[src/rtl/seg_scan_mux_if.sv]
// Connects the datapath digit registers to the seven-segment scanner.
// The pin-side results come back on the same bundle.
interface seg_scan_mux_if #(
  parameter int NUM_DIGITS = 4
);
  localparam int IDX_W = $clog2(NUM_DIGITS);

  logic                    enable;
  logic [4*NUM_DIGITS-1:0] digits;
  logic [NUM_DIGITS-1:0]   dp_in;
  logic [NUM_DIGITS-1:0]   blank_in;
  logic                    lz_suppress;

  logic [6:0]              seg;
  logic                    dp;
  logic [NUM_DIGITS-1:0]   an;
  logic [IDX_W-1:0]        digit_idx;

  modport master (
    output enable, digits, dp_in, blank_in, lz_suppress,
    input  seg, dp, an, digit_idx
  );

  modport slave (
    input  enable, digits, dp_in, blank_in, lz_suppress,
    output seg, dp, an, digit_idx
  );
endinterface

[src/rtl/seg_scan_mux.sv]
// Time-multiplexed seven-segment driver: refresh prescaler, digit scan, hex decode,
// frame-coherent shadow registers, blanking/leading-zero suppression and anode guard time.
module seg_scan_mux #(
  parameter int NUM_DIGITS     = 4,
  parameter int REFRESH_DIV    = 100000,
  parameter int GUARD          = 2,
  parameter int SEG_ACTIVE_LOW = 1,
  parameter int AN_ACTIVE_LOW  = 1
) (
  input logic          clk,
  input logic          rst_n,
  seg_scan_mux_if.slave bus
);
  localparam int IDX_W = $clog2(NUM_DIGITS);
  localparam int CNT_W = $clog2(REFRESH_DIV);

  localparam logic [CNT_W-1:0]      CNT_LAST  = CNT_W'(REFRESH_DIV - 1);
  localparam logic [CNT_W-1:0]      CNT_GUARD = CNT_W'(GUARD);
  localparam logic [IDX_W-1:0]      IDX_LAST  = IDX_W'(NUM_DIGITS - 1);
  localparam logic [6:0]            SEG_OFF   = (SEG_ACTIVE_LOW != 0) ? 7'h7F : 7'h00;
  localparam logic                  DP_OFF    = (SEG_ACTIVE_LOW != 0);
  localparam logic [NUM_DIGITS-1:0] AN_OFF    = (AN_ACTIVE_LOW != 0) ?
                                                {NUM_DIGITS{1'b1}} : {NUM_DIGITS{1'b0}};

  logic [CNT_W-1:0]        cnt;
  logic [IDX_W-1:0]        idx;

  logic [4*NUM_DIGITS-1:0] sh_digits;
  logic [NUM_DIGITS-1:0]   sh_dp;
  logic [NUM_DIGITS-1:0]   sh_blank;
  logic                    sh_lz;

  logic                    frame_start;
  logic                    upper_zero;
  logic                    dark;
  logic [3:0]              nibble;
  logic [6:0]              seg_on;
  logic                    dp_on;
  logic [NUM_DIGITS-1:0]   an_on;

  logic [6:0]              seg_d, seg_q;
  logic                    dp_d, dp_q;
  logic [NUM_DIGITS-1:0]   an_d, an_q;
  logic [IDX_W-1:0]        idx_d, idx_q;

  function automatic logic [6:0] hex_to_seg_al(input logic [3:0] value);
    logic [6:0] pattern;
    case (value)
      4'h0:    pattern = 7'b1000000;
      4'h1:    pattern = 7'b1111001;
      4'h2:    pattern = 7'b0100100;
      4'h3:    pattern = 7'b0110000;
      4'h4:    pattern = 7'b0011001;
      4'h5:    pattern = 7'b0010010;
      4'h6:    pattern = 7'b0000010;
      4'h7:    pattern = 7'b1111000;
      4'h8:    pattern = 7'b0000000;
      4'h9:    pattern = 7'b0010000;
      4'hA:    pattern = 7'b0001000;
      4'hB:    pattern = 7'b0000011;
      4'hC:    pattern = 7'b1000110;
      4'hD:    pattern = 7'b0100001;
      4'hE:    pattern = 7'b0000110;
      default: pattern = 7'b0001110;
    endcase
    return pattern;
  endfunction

  assign frame_start = bus.enable && (cnt == '0) && (idx == '0);

  // Dropping enable parks the scan so re-enabling always restarts a fresh frame at digit 0.
  always_ff @(posedge clk or negedge rst_n) begin
    if (!rst_n) begin
      cnt <= '0;
      idx <= '0;
    end else if (!bus.enable) begin
      cnt <= '0;
      idx <= '0;
    end else if (cnt == CNT_LAST) begin
      cnt <= '0;
      idx <= (idx == IDX_LAST) ? '0 : idx + 1'b1;
    end else begin
      cnt <= cnt + 1'b1;
    end
  end

  // Inputs are sampled once per frame so a scan never mixes old and new digit values.
  always_ff @(posedge clk or negedge rst_n) begin
    if (!rst_n) begin
      sh_digits <= '0;
      sh_dp     <= '0;
      sh_blank  <= '0;
      sh_lz     <= 1'b0;
    end else if (frame_start) begin
      sh_digits <= bus.digits;
      sh_dp     <= bus.dp_in;
      sh_blank  <= bus.blank_in;
      sh_lz     <= bus.lz_suppress;
    end
  end

  always_comb begin
    upper_zero = 1'b1;
    for (int i = 0; i < NUM_DIGITS; i++) begin
      if ((IDX_W'(i) >= idx) && (sh_digits[4*i +: 4] != 4'h0)) begin
        upper_zero = 1'b0;
      end
    end
  end

  // Polarity is applied last by XOR with the "off" pattern; a disabled display is all off.
  always_comb begin
    nibble = sh_digits[4*idx +: 4];
    dark   = sh_blank[idx] | (sh_lz & (idx != '0) & upper_zero);
    seg_on = '0;
    dp_on  = 1'b0;
    an_on  = '0;
    idx_d  = '0;
    if (bus.enable) begin
      seg_on = dark ? 7'h00 : ~hex_to_seg_al(nibble);
      dp_on  = ~dark & sh_dp[idx];
      an_on  = (cnt < CNT_GUARD) ? '0 : (NUM_DIGITS'(1) << idx);
      idx_d  = idx;
    end
    seg_d = seg_on ^ SEG_OFF;
    dp_d  = dp_on ^ DP_OFF;
    an_d  = an_on ^ AN_OFF;
  end

  always_ff @(posedge clk or negedge rst_n) begin
    if (!rst_n) begin
      seg_q <= SEG_OFF;
      dp_q  <= DP_OFF;
      an_q  <= AN_OFF;
      idx_q <= '0;
    end else begin
      seg_q <= seg_d;
      dp_q  <= dp_d;
      an_q  <= an_d;
      idx_q <= idx_d;
    end
  end

  assign bus.seg       = seg_q;
  assign bus.dp        = dp_q;
  assign bus.an        = an_q;
  assign bus.digit_idx = idx_q;
endmodule

[src/flat_wrapper.sv]
// flat-port wrapper written by rule: the top's interface ports become plain ports
module seg_scan_mux_flat 
#(
  parameter int NUM_DIGITS     = 4,
  parameter int REFRESH_DIV    = 100000,
  parameter int GUARD          = 2,
  parameter int SEG_ACTIVE_LOW = 1,
  parameter int AN_ACTIVE_LOW  = 1
)
  (clk, rst_n, bus_enable, bus_digits, bus_dp_in, bus_blank_in, bus_lz_suppress, bus_seg, bus_dp, bus_an, bus_digit_idx);
  seg_scan_mux_if #(.NUM_DIGITS(NUM_DIGITS)) bus_i ();
  input logic clk;
  input logic rst_n;
  input wire logic [$bits(bus_i.enable)-1:0] bus_enable;
  input wire logic [$bits(bus_i.digits)-1:0] bus_digits;
  input wire logic [$bits(bus_i.dp_in)-1:0] bus_dp_in;
  input wire logic [$bits(bus_i.blank_in)-1:0] bus_blank_in;
  input wire logic [$bits(bus_i.lz_suppress)-1:0] bus_lz_suppress;
  output wire logic [$bits(bus_i.seg)-1:0] bus_seg;
  output wire logic [$bits(bus_i.dp)-1:0] bus_dp;
  output wire logic [$bits(bus_i.an)-1:0] bus_an;
  output wire logic [$bits(bus_i.digit_idx)-1:0] bus_digit_idx;
  assign bus_i.enable = bus_enable;
  assign bus_i.digits = bus_digits;
  assign bus_i.dp_in = bus_dp_in;
  assign bus_i.blank_in = bus_blank_in;
  assign bus_i.lz_suppress = bus_lz_suppress;
  assign bus_seg = bus_i.seg;
  assign bus_dp = bus_i.dp;
  assign bus_an = bus_i.an;
  assign bus_digit_idx = bus_i.digit_idx;
  seg_scan_mux #(.NUM_DIGITS(NUM_DIGITS), .REFRESH_DIV(REFRESH_DIV), .GUARD(GUARD), .SEG_ACTIVE_LOW(SEG_ACTIVE_LOW), .AN_ACTIVE_LOW(AN_ACTIVE_LOW)) u_core (.clk(clk), .rst_n(rst_n), .bus(bus_i));
endmodule
[config.mk]
export PLATFORM = sky130hd
export DESIGN_NAME = seg_scan_mux_flat
export DESIGN_NICKNAME = d
export VERILOG_FILES = /design/src/rtl/seg_scan_mux_if.sv /design/src/rtl/seg_scan_mux.sv /design/src/flat_wrapper.sv
export SDC_FILE = /design/constraint.sdc
export NUM_CORES = 1
export LEC_CHECK = 0
export ABC_AREA = 1
export BUFFER_PORTS_ARGS = -buffer_cell sky130_fd_sc_hd__buf_2
export CAP_MARGIN = 30
export CORE_ASPECT_RATIO = 1.25
export CORE_MARGIN = 2
export CORE_UTILIZATION = 60
export DETAILED_ROUTE_END_ITERATION = 6
export PLACE_DENSITY = 0.81
export SLEW_MARGIN = 5
export SYNTH_ARGS = -nofsm -noshare
export SYNTH_HDL_FRONTEND = slang
export SYNTH_SLANG_ARGS = --single-unit
[constraint.sdc]
create_clock -name clk -period 2.6 [get_ports clk]
set_input_delay 0.13 -clock clk [delete_from_list [all_inputs] [get_ports clk]]
set_output_delay 0.13 -clock clk [all_outputs]
set_load 0.02 [all_outputs]
======== Yosys cells after proc, flatten, opt, wreduce, memory -nomap -nowiden ========
Memories as Yosys holds them, arrays and structs flattened.
Cells that the tools add are included.
storage, ports and cells
  flip-flop bits (word level) ............. 58
  memories kept ........................... 1
  word-level logic and storage cells ...... 66
  memory bits (read-only) ................. 112
operators by class
  muxes and demuxes ....................... 20
  bitwise operators ....................... 9
  reduce and logical (&&, ||, !) cells .... 13
  shift-type cells ........................ 2
  $lt $le $gt $ge ......................... 6
  equal/unequal tests ..................... 3
  add/sub/neg operators ................... 2
memory list
  name              words  bits a word  read ports  clocked after Yosys merged registers in  wr ports  line                RTL
  (name not given)  16     7            1           0                                        0         seg_scan_mux.sv:48  case (value)
operators by type and width
  cell                                                                            count
  17-bit 2-to-1 mux                                                               2
  7-bit 2-to-1 mux                                                                3
  17-bit by 1-bit adder with 17-bit output (second input constant)                1
  17-bit equality test (second input constant)                                    1
  17-bit zero test                                                                1
  17-bit by 2-bit less-than comparator with 1-bit output (second input constant)  1
  4-bit nonzero test                                                              4
  16-bit by 5-bit variable part select with 4-bit output                          1
  7-bit NOT                                                                       2
  2-bit 2-to-1 mux                                                                4
  4-bit 2-to-1 mux                                                                2
  1-bit 2-to-1 mux                                                                7
  1-bit logical AND                                                               6
  1-bit binary-select mux with 2-bit select                                       2
  1-bit by 2-bit >= comparator with 1-bit output (first input constant)           2
  2-bit >= comparator (first input constant)                                      2
  4-bit NOT                                                                       1
  1-bit by 2-bit << shifter with 4-bit output (first input constant)              1
  1-bit AND                                                                       3
  2-bit by 3-bit less-than comparator with 1-bit output (second input constant)   1
  2-bit by 1-bit adder with 2-bit output (second input constant)                  1
  2-bit equality test (second input constant)                                     1
  2-bit zero test                                                                 1
  2-bit by 1-bit != test with 1-bit output (second input constant)                1
  other kinds (3)                                                                 4

======== Longest topological paths before layout ========
Gate-level depths: netlist of the first run.
  depth after elaboration ................. 12
  mapped depth ............................ 11

======== Least setup slack after synthesis of the first run ========
No wires, ideal clock.
  path kind ............................... reg2reg
  start ................................... register u_core.idx[1]
  end ..................................... register u_core.sh_digits[15]
  cell stages (with the launch flop) ...... 10
  setup slack ............................. 0.975 ns
  data arrival time ....................... 1.507 ns
  data required time ...................... 2.483 ns
  period minus slack after synthesis ...... 1.625 ns
  cell sequence ........................... dfrtp_1 -> buf_2 -> inv_2 -> ha_1 -> nand3_1 -> nor2_1 -> nand3_4 -> buf_6 -> nand2_1 -> o21ai_2
between the ends
  cells in the longest elaborated chain, start to end .. 2
RTL lines
  item                    line                RTL
  start, declared         seg_scan_mux.sv:26  logic [IDX_W-1:0] idx;
  start signal, assigned  seg_scan_mux.sv:81  idx <= (idx == IDX_LAST) ? '0 : idx + 1'b1;
  2-bit zero test         seg_scan_mux.sv:69  assign frame_start = bus.enable && (cnt == '0) && (idx == '0);
  1-bit logical AND       seg_scan_mux.sv:69
  end signal, assigned    seg_scan_mux.sv:95  sh_digits <= bus.digits;
  end, declared           seg_scan_mux.sv:28  logic [4*NUM_DIGITS-1:0] sh_digits;
No other way between the ends.
A chain may end at the register's enable or synchronous reset.

======== Final worst setup path of the first run ========
  start ................................... register u_core.idx[1]
  end ..................................... register u_core.sh_digits[14]
Same word-level chain as after synthesis.

==> metrics.txt, run 1 <==
# TYPE chip_impl_metric gauge
chip_impl_metric{name="max_cap_violations",unit=""} 0
chip_impl_info{name="cts_tree",value="done"} 1
chip_impl_metric{name="clkLatencyLatePin",unit="ns"} 0.34
chip_impl_metric{name="synth_edf_count",unit=""} 0
chip_impl_metric{name="peakVddDrop",unit="mV"} 0.578
chip_impl_metric{name="finalWirelength",unit="mm"} 6.48
chip_impl_metric{name="die_area",unit="mm2"} 0.00615
chip_impl_metric{name="buffer_ports.inserted",unit=""} 41
chip_impl_metric{name="report.final.setup_viol",unit=""} 0
chip_impl_metric{name="antenna_left",unit=""} 0
chip_impl_metric{name="diodes",unit=""} 0
chip_impl_info{name="run_status",value="complete, no violations"} 1
chip_impl_metric{name="fraction_of_layout_instances_using_a_drive_strength_above_1",unit="%"} 24.2
chip_impl_metric{name="tightest_slew",unit="ns"} 0.660
chip_impl_metric{name="met1_usage",unit="%"} 29.2
chip_impl_metric{name="finClkSkew",unit="ns"} 0.0101
chip_impl_metric{name="die_w",unit="um"} 70.5
chip_impl_metric{name="global_route.usage.met3",unit="%"} 4.75
chip_impl_info{name="setup_repair_after_global_routing_missed_its_margin",value="no"} 1
chip_impl_metric{name="via_count",unit=""} 2763
chip_impl_info{name="grt.busiest_layer",value="met2"} 1
chip_impl_metric{name="slew_viol_final",unit=""} 0
chip_impl_metric{name="placed_cell_areas",unit="mm2"} 0.00355
chip_impl_metric{name="fillers",unit=""} 443
chip_impl_info{name="worst-setup-path-type",value="register to register"} 1
chip_impl_metric{name="route.detailed.wl_per_inst",unit="um"} 12.1
chip_impl_metric{name="groute.usage.overall",unit="%"} 23.5
chip_impl_metric{name="synth-seq-cells",unit=""} 58
chip_impl_metric{name="cts.repair_timing.setup_buffer_count",unit=""} 0
chip_impl_metric{name="cts.clk_slew.worst_paths",unit="ns"} 0.06
chip_impl_metric{name="boundaryPins",unit=""} 42
chip_impl_info{name="cts_root_buffer",value="clkbuf_8"} 1
chip_impl_info{name="cp-end-kind",value="register"} 1
chip_impl_info{name="layout_commonest_cell",value="nand2_1"} 1
chip_impl_metric{name="first_global_vias",unit=""} 2621
chip_impl_metric{name="mappedNetlistNets",unit=""} 461
chip_impl_metric{name="total_leakage_power",unit="nW"} 1.92
chip_impl_metric{name="ys_async_rst_share",unit="%"} 100
chip_impl_metric{name="post_layout_instance_count_excluding_filler_cells",unit=""} 535
chip_impl_metric{name="yosysUniqueCellTypes",unit=""} 31
chip_impl_metric{name="min_period_over_period",unit="%"} 85.3
chip_impl_info{name="crit_path_start_kind",value="register"} 1
chip_impl_metric{name="worst_ep_required_time",unit="ns"} 2.80
chip_impl_metric{name="cts_inserted_buffers",unit=""} 9
chip_impl_metric{name="finish.net_count",unit=""} 507
chip_impl_metric{name="post_synth.cell_area_avg",unit="um2"} 7.90
chip_impl_metric{name="crit_arrival",unit="ns"} 2.42
chip_impl_metric{name="globalRoute.totalOverflow",unit=""} 0
chip_impl_metric{name="globalplace.congestion",unit=""} 0.920
chip_impl_metric{name="hold_violations",unit=""} 0
chip_impl_metric{name="hold_ws",unit="ns"} 0.0253
chip_impl_metric{name="dp.final_hpwl",unit="mm"} 4.85
chip_impl_metric{name="area.growth.synth_to_final",unit="%"} 13.8
chip_impl_info{name="min-delay-path-class",value="primary input to register"} 1
chip_impl_metric{name="design_area",unit="mm2"} 0.00378
chip_impl_metric{name="floorplan.die.height",unit="um"} 87.2
chip_impl_metric{name="syn_inst",unit=""} 420
chip_impl_metric{name="initial_core_util",unit="%"} 61.8
chip_impl_info{name="layout.cells.most_common_list",value="nand2_1 (121), inv_1 (55), nor2_1 (52)"} 1
chip_impl_metric{name="core.rowCount",unit=""} 30
chip_impl_metric{name="placed_cells_incl_taps",unit=""} 518
chip_impl_metric{name="clock-sinks",unit=""} 58
chip_impl_metric{name="synth.yosys.warnings",unit=""} 0
chip_impl_metric{name="power-per-cell-area",unit="mW/mm2"} 675
chip_impl_metric{name="coreArea",unit="mm2"} 0.00537
chip_impl_metric{name="post_detailed_route_drc_marker_count",unit=""} 0
chip_impl_metric{name="viasPerCell",unit=""} 5.16
chip_impl_metric{name="groute.layer.met2.usage",unit="%"} 39.1
chip_impl_metric{name="h-tree-depth",unit=""} 3
chip_impl_metric{name="clock_tree.buffer_depth",unit=""} 2
chip_impl_metric{name="grt_antenna_before_repair",unit=""} 0
chip_impl_metric{name="synthesis.area",unit="mm2"} 0.00332
chip_impl_metric{name="maximum_number_of_pins_on_one_net_before_global_route_repair",unit=""} 51
chip_impl_metric{name="fmax",unit="MHz"} 451
chip_impl_metric{name="max-slew-margin-rel",unit="%"} 56.0
chip_impl_metric{name="seq_area_frac_synth",unit="%"} 44.2
chip_impl_metric{name="grt_first_pass_wirelength",unit="mm"} 11.4
chip_impl_metric{name="worstPathMaxFanout",unit=""} 50
chip_impl_metric{name="drtIter0Drc",unit=""} 161
chip_impl_metric{name="drtPass1Iterations",unit=""} 6
chip_impl_metric{name="final_period_minus_worst_setup_slack",unit="ns"} 2.22
chip_impl_metric{name="tns",unit="ns"} 0
chip_impl_info{name="yosys_most_used_dff",value="dfrtp_1"} 1
[state kept, by name, summed over array words and instances (netlist names)]
signal                count
u_core.sh_lz              1
u_core.bus.dp             1
u_core.bus.an             4
u_core.sh_blank           4
u_core.bus.digit_idx      2
u_core.sh_digits         16
u_core.bus.seg            7
u_core.cnt               17
u_core.sh_dp              4
u_core.idx                2
[synth_stat cells, types with 2 or more instances]
cell	number	area (um2)
o21ai_0	3	15.0
nor2_1	52	195
nand3_1	45	225
o21bai_1	2	15.0
buf_6	6	67.6
inv_2	3	11.3
o21ai_2	25	219
dfrtp_1	46	1150
xor2_1	4	35.0
ha_1	13	163
nand2_1	121	454
nor2_2	5	31.3
nand2_2	2	12.5
nand3_2	4	40.0
o21ai_1	3	15.0
dfstp_2	12	315
inv_1	55	206
nand4_1	6	37.5
[logic make-up (layout without fill, tap and decap cells)]
kind of cell / count (synthesis) / count (layout) / synth area share (%)
flops: 58 / 58 / 44.2
buf+inv: 68 / 119 / 9.20
simple gates: 241 / 241 / 32.2
compound gates: 36 / 36 / 8.52
fa+ha+maj: 13 / 13 / 4.90
xor+xnor: 4 / 4 / 1.06
[timing repair]
| action | CTS | global route |
|---|---|---|
| gates resized for setup | 0 | 0 |
| hold endpoints to repair | 12 | 0 |
| hold buffers | 1 | 0 |
| setup endpoints to repair | 0 | 0 |
[area by class of cell]
class                      instances  area [um2]  area share, %
clock buffer                      10         138           3.64
timing repair buffer              44         243           6.43
multi-input combinational        294        1550           41.0
inverter                          59         221           5.86
tap                               64        80.1           2.12
clock inverter                     6        80.1           2.12
sequential                        58        1470           38.8
[metal layers]
metal | wire length, um | vias to the layer above
li1 | - | 1406
met1 | 2870 | 1258
met2 | 3140 | 79
met3 | 287 | 20
met4 | 179 | 0
met5 | 0 | -
[critical path, cell delays in order, from the launching register on]
cell     delay [ns]
dfrtp_1        0.53
inv_2          0.21
ha_1           0.22
nand3_1        0.09
nor2_1         0.19
nand3_4        0.51
nand2_1        0.26
o21ai_2        0.07
[where the power goes]
group	total, W	internal [W]	switching (W)
clock	0.000909	0.000558	0.000350
combinational	0.000521	0.000194	0.000327
sequential	0.00112	0.00104	0.0000760
total	0.00255	0.00179	0.000753
[through the flow]
stage | setup WS [ns] | total power [W] | util [%]
6_report | 0.382 | 0.00255 | 70.3
5_1_grt | 0.161 | 0.00269 | 70.3
4_1_cts | 0.378 | 0.00256 | 70.3
3_5_place_dp | 0.379 | 0.00165 | 66.1
3_3_place_gp | 0.483 | 0.00163 | 66.1
2_1_floorplan | 0.975 | 0.00152 | -
[final timing paths]
| check | from | end | slack, ns | cells past startpoint |
|---|---|---|---|---|
| worst max-delay path | u_core.idx[1] | u_core.sh_digits[14] | 0.38 | 7 |
| min in group asynchronous | rst_n | u_core.cnt[14] | 0.29 | 2 |
| worst min register to register | u_core.sh_digits[3] | u_core.sh_digits[3] | 0.49 | 2 |
| worst max register to register | u_core.idx[1] | u_core.sh_digits[14] | 0.38 | 7 |
| worst min-delay path | bus_blank_in[3] | u_core.sh_blank[3] | 0.03 | 3 |
| max in group asynchronous | rst_n | u_core.bus.an[0] | 1.67 | 3 |
No activity file was read; power rests on OpenSTA's default activity.
==> inputs of run 2 (changes only) <==
--- a/config.mk
+++ b/config.mk
@@ -10,9 +10,9 @@
 export CAP_MARGIN = 30
 export CORE_ASPECT_RATIO = 1.25
 export CORE_MARGIN = 2
-export CORE_UTILIZATION = 60
+export CORE_UTILIZATION = 58
 export DETAILED_ROUTE_END_ITERATION = 6
-export PLACE_DENSITY = 0.81
+export PLACE_DENSITY = 0.79
 export SLEW_MARGIN = 5
 export SYNTH_ARGS = -nofsm -noshare
 export SYNTH_HDL_FRONTEND = slang
==> constraint.sdc (replaced) <==
create_clock -name clk -period 2.05 [get_ports clk]
set_input_delay 0.1025 -clock clk [delete_from_list [all_inputs] [get_ports clk]]
set_output_delay 0.1025 -clock clk [all_outputs]
set_load 0.02 [all_outputs]
==> run 2 against run 1 <==
  * Cell count rose by 2.1%
  * Critical endpoint is now u_core.sh_dp[3]
  * Core utilization barely moved
  * Final area rose by 2.1%
  * Hold slack got worse by 0.017 ns
  * Clock power rose by 10%
  * First-iteration DRC count rose by 29%
==> metrics.txt, run 2 (synthesis gave the netlist of run 1 again) <==
# TYPE chip_impl_metric gauge
chip_impl_metric{name="hold_violations",unit=""} 0
chip_impl_metric{name="total_leakage_power",unit="nW"} 1.96
chip_impl_metric{name="clock_tree.buffer_depth",unit=""} 2
chip_impl_info{name="run_status",value="complete, no violations"} 1
chip_impl_metric{name="buffer_ports.inserted",unit=""} 41
chip_impl_metric{name="max-slew-margin-rel",unit="%"} 61.4
chip_impl_metric{name="viasPerCell",unit=""} 5.17
chip_impl_metric{name="total_net_switching_power",unit="W"} 0.000957
chip_impl_metric{name="finClkSkew",unit="ns"} 0.0106
chip_impl_info{name="cp-end-kind",value="register"} 1
chip_impl_metric{name="area.growth.synth_to_final",unit="%"} 16.1
chip_impl_metric{name="fmax",unit="MHz"} 570
chip_impl_info{name="critical_path.top_delay_family",value="simple AND/OR/NAND/NOR gates"} 1
chip_impl_info{name="crit_path_top_delay_cell",value="dfrtp_1"} 1
chip_impl_metric{name="sequentialPowerShare",unit="%"} 45.6
chip_impl_metric{name="whs_path_depth",unit=""} 3
chip_impl_metric{name="max_ffs_per_register",unit=""} 17
chip_impl_info{name="cts_root_buffer",value="clkbuf_8"} 1
chip_impl_metric{name="clkLatencyLatePin",unit="ns"} 0.34
chip_impl_metric{name="groute.usage.overall",unit="%"} 23.4
chip_impl_metric{name="die_area",unit="mm2"} 0.00635
chip_impl_metric{name="max_cap_violations",unit=""} 0
chip_impl_metric{name="timing.reg2reg.worst_path_depth",unit=""} 8
chip_impl_metric{name="route.detailed.wl_per_inst",unit="um"} 12.6
chip_impl_info{name="cts_tree",value="done"} 1
chip_impl_metric{name="power.share.clock",unit="%"} 32.3
chip_impl_metric{name="placed_cell_areas",unit="mm2"} 0.00357
chip_impl_metric{name="grt_first_pass_wirelength",unit="mm"} 11.4
chip_impl_info{name="crit_path_start_kind",value="register"} 1
chip_impl_metric{name="ff_latch_area",unit="mm2"} 0.00147
chip_impl_info{name="regMostFlops",value="u_core.cnt"} 1
chip_impl_metric{name="dp.final_hpwl",unit="mm"} 4.88
chip_impl_metric{name="fillers",unit=""} 455
chip_impl_metric{name="rrSetupSlack",unit="ns"} 0.29
chip_impl_metric{name="fraction_of_layout_instances_using_a_drive_strength_above_1",unit="%"} 24.1
chip_impl_metric{name="post_detailed_route_drc_marker_count",unit=""} 0
chip_impl_metric{name="drtPass1Iterations",unit=""} 4
chip_impl_metric{name="worst_ep_required_time",unit="ns"} 2.25
chip_impl_metric{name="peakVddDrop",unit="mV"} 0.547
chip_impl_metric{name="core.rowCount",unit=""} 30
chip_impl_metric{name="swShare",unit="%"} 30.8
chip_impl_metric{name="cts.clk_slew.worst_paths",unit="ns"} 0.06
chip_impl_metric{name="grt_antenna_before_repair",unit=""} 0
chip_impl_metric{name="globalRoute.totalOverflow",unit=""} 0
chip_impl_info{name="critical_path.reg2reg.startpoint",value="u_core.idx[1]"} 1
chip_impl_info{name="hold_start",value="bus_digits[11]"} 1
chip_impl_metric{name="design_area",unit="mm2"} 0.00385
chip_impl_metric{name="coreArea",unit="mm2"} 0.00548
chip_impl_metric{name="h-tree-depth",unit=""} 3
chip_impl_metric{name="first_global_vias",unit=""} 2631
chip_impl_metric{name="die_w",unit="um"} 71.7
chip_impl_metric{name="diodes",unit=""} 0
chip_impl_metric{name="min_period_over_period",unit="%"} 85.6
chip_impl_metric{name="hold_ws",unit="ns"} 0.00854
chip_impl_metric{name="worstPathMaxFanout",unit=""} 50
chip_impl_metric{name="maximum_number_of_pins_on_one_net_before_global_route_repair",unit=""} 59
chip_impl_info{name="worst-setup-path-type",value="register to register"} 1
chip_impl_metric{name="finalWirelength",unit="mm"} 6.88
chip_impl_info{name="setup_repair_after_global_routing_missed_its_margin",value="no"} 1
chip_impl_info{name="rr_endpoint",value="u_core.sh_dp[3]"} 1
chip_impl_metric{name="floorplan.die.height",unit="um"} 88.6
chip_impl_info{name="min_delay_worst_endpoint",value="u_core.sh_digits[11]"} 1
chip_impl_metric{name="final_period_minus_worst_setup_slack",unit="ns"} 1.76
chip_impl_metric{name="cts.repair_timing.setup_buffer_count",unit=""} 0
chip_impl_metric{name="footprint_of_the_multi_input_gates",unit="mm2"} 0.00155
chip_impl_info{name="layout.cells.most_common_list",value="nand2_1 (121), inv_1 (55), nor2_1 (52)"} 1
chip_impl_metric{name="critical_path.n_buffers_inverters",unit=""} 2
chip_impl_metric{name="boundaryPins",unit=""} 42
chip_impl_metric{name="slew_viol_final",unit=""} 0
chip_impl_metric{name="clock-sinks",unit=""} 58
chip_impl_metric{name="tightest_slew",unit="ns"} 0.579
chip_impl_metric{name="power.combinational.fraction",unit="%"} 22.1
chip_impl_info{name="path_cells",value="inv_2 > ha_1 > nand3_1 > nor2_1 > nand3_4 > buf_4 > nand2_1 > o21ai_2"} 1
chip_impl_metric{name="crit_arrival",unit="ns"} 1.96
chip_impl_metric{name="globalplace.congestion",unit=""} 0.925
chip_impl_metric{name="cts_inserted_buffers",unit=""} 9
chip_impl_metric{name="power-per-cell-area",unit="mW/mm2"} 805
chip_impl_metric{name="finish.net_count",unit=""} 518
chip_impl_metric{name="report.final.setup_viol",unit=""} 0
chip_impl_metric{name="cts_resized",unit=""} 0
chip_impl_metric{name="power_report.internal_total",unit="W"} 0.00215
chip_impl_metric{name="critical-path-max-stage-delay",unit="ns"} 0.38
chip_impl_metric{name="tns",unit="ns"} 0
chip_impl_metric{name="drtIter0Drc",unit=""} 207
chip_impl_metric{name="initial_core_util",unit="%"} 60.6
chip_impl_info{name="min-delay-path-class",value="primary input to register"} 1
chip_impl_metric{name="via_count",unit=""} 2822
chip_impl_metric{name="antenna_left",unit=""} 0
chip_impl_info{name="layout_commonest_cell",value="nand2_1"} 1
==> run 2: changes by cell type in the layout (fill, tap and decap cells not counted) <==
cell	delta
clkbuf_8	+3
clkinv_2	-2
buf_4	+3
clkbuf_1	+1
dlygate4sd3_1	+8
bufinv_16	-2
==> run 2: through the flow <==
step	instances	utilization [%]	worst slack (ns)	total power, W
global route	546	70.3	0.0991	0.00329
finish	546	70.3	0.294	0.00310
global placement	521	65.2	0.356	0.00207
floorplan	420	-	0.425	0.00193
CTS	546	70.3	0.277	0.00312
detailed placement	521	65.2	0.290	0.00210
==> run 2: worst max path at each step <==
stage,from,to,depth (start not counted),slack [ns]
floorplan,u_core.idx[1],u_core.sh_digits[15],9,0.43
global placement,u_core.idx[1],u_core.sh_dp[3],8,0.36
detailed placement,u_core.idx[1],u_core.sh_digits[15],8,0.29
CTS,u_core.idx[1],u_core.sh_digits[15],8,0.28
global route,u_core.idx[0],u_core.bus.seg[5],11,0.1
finish,u_core.idx[1],u_core.sh_dp[3],8,0.29
==> run 2: repair_timing <==
action / CTS / global route
endpoints found under the hold margin: 54 / 0
hold buffers: 9 / 0
endpoints found under the setup margin: 0 / 0
==> run 2: layout make-up <==
cell class	count	share of cell area, %
repair buffers	55	8.96
clock buffers	14	4.74
clock inverters	2	0.260
inverters	59	5.75
well taps	64	2.08
flip-flops and latches	58	38.1
multi-input cells	294	40.2
==> run 2: power groups by stage <==
stage          combinational, W  sequential [W]  clock [W]
3_3_place_gp           0.000641         0.00143          0
5_1_grt                0.000774         0.00143    0.00108
4_1_cts                0.000687         0.00141    0.00102
6_report               0.000685         0.00141    0.00100
2_1_floorplan          0.000470         0.00146          0
3_5_place_dp           0.000673         0.00143          0
==> run 2: worst min-delay path: stages <==
cell     delay, ns
buf_2         0.09
inv_1         0.05
o21ai_2       0.05
==> run 2: per-layer routing <==
layer	vias to the layer above	wire [um]	track usage (%)
met3	21	319	6.04
met1	1300	2880	26.8
met4	0	260	15.1
met2	78	3420	39.0
li1	1423	-	-
met5	-	0	0
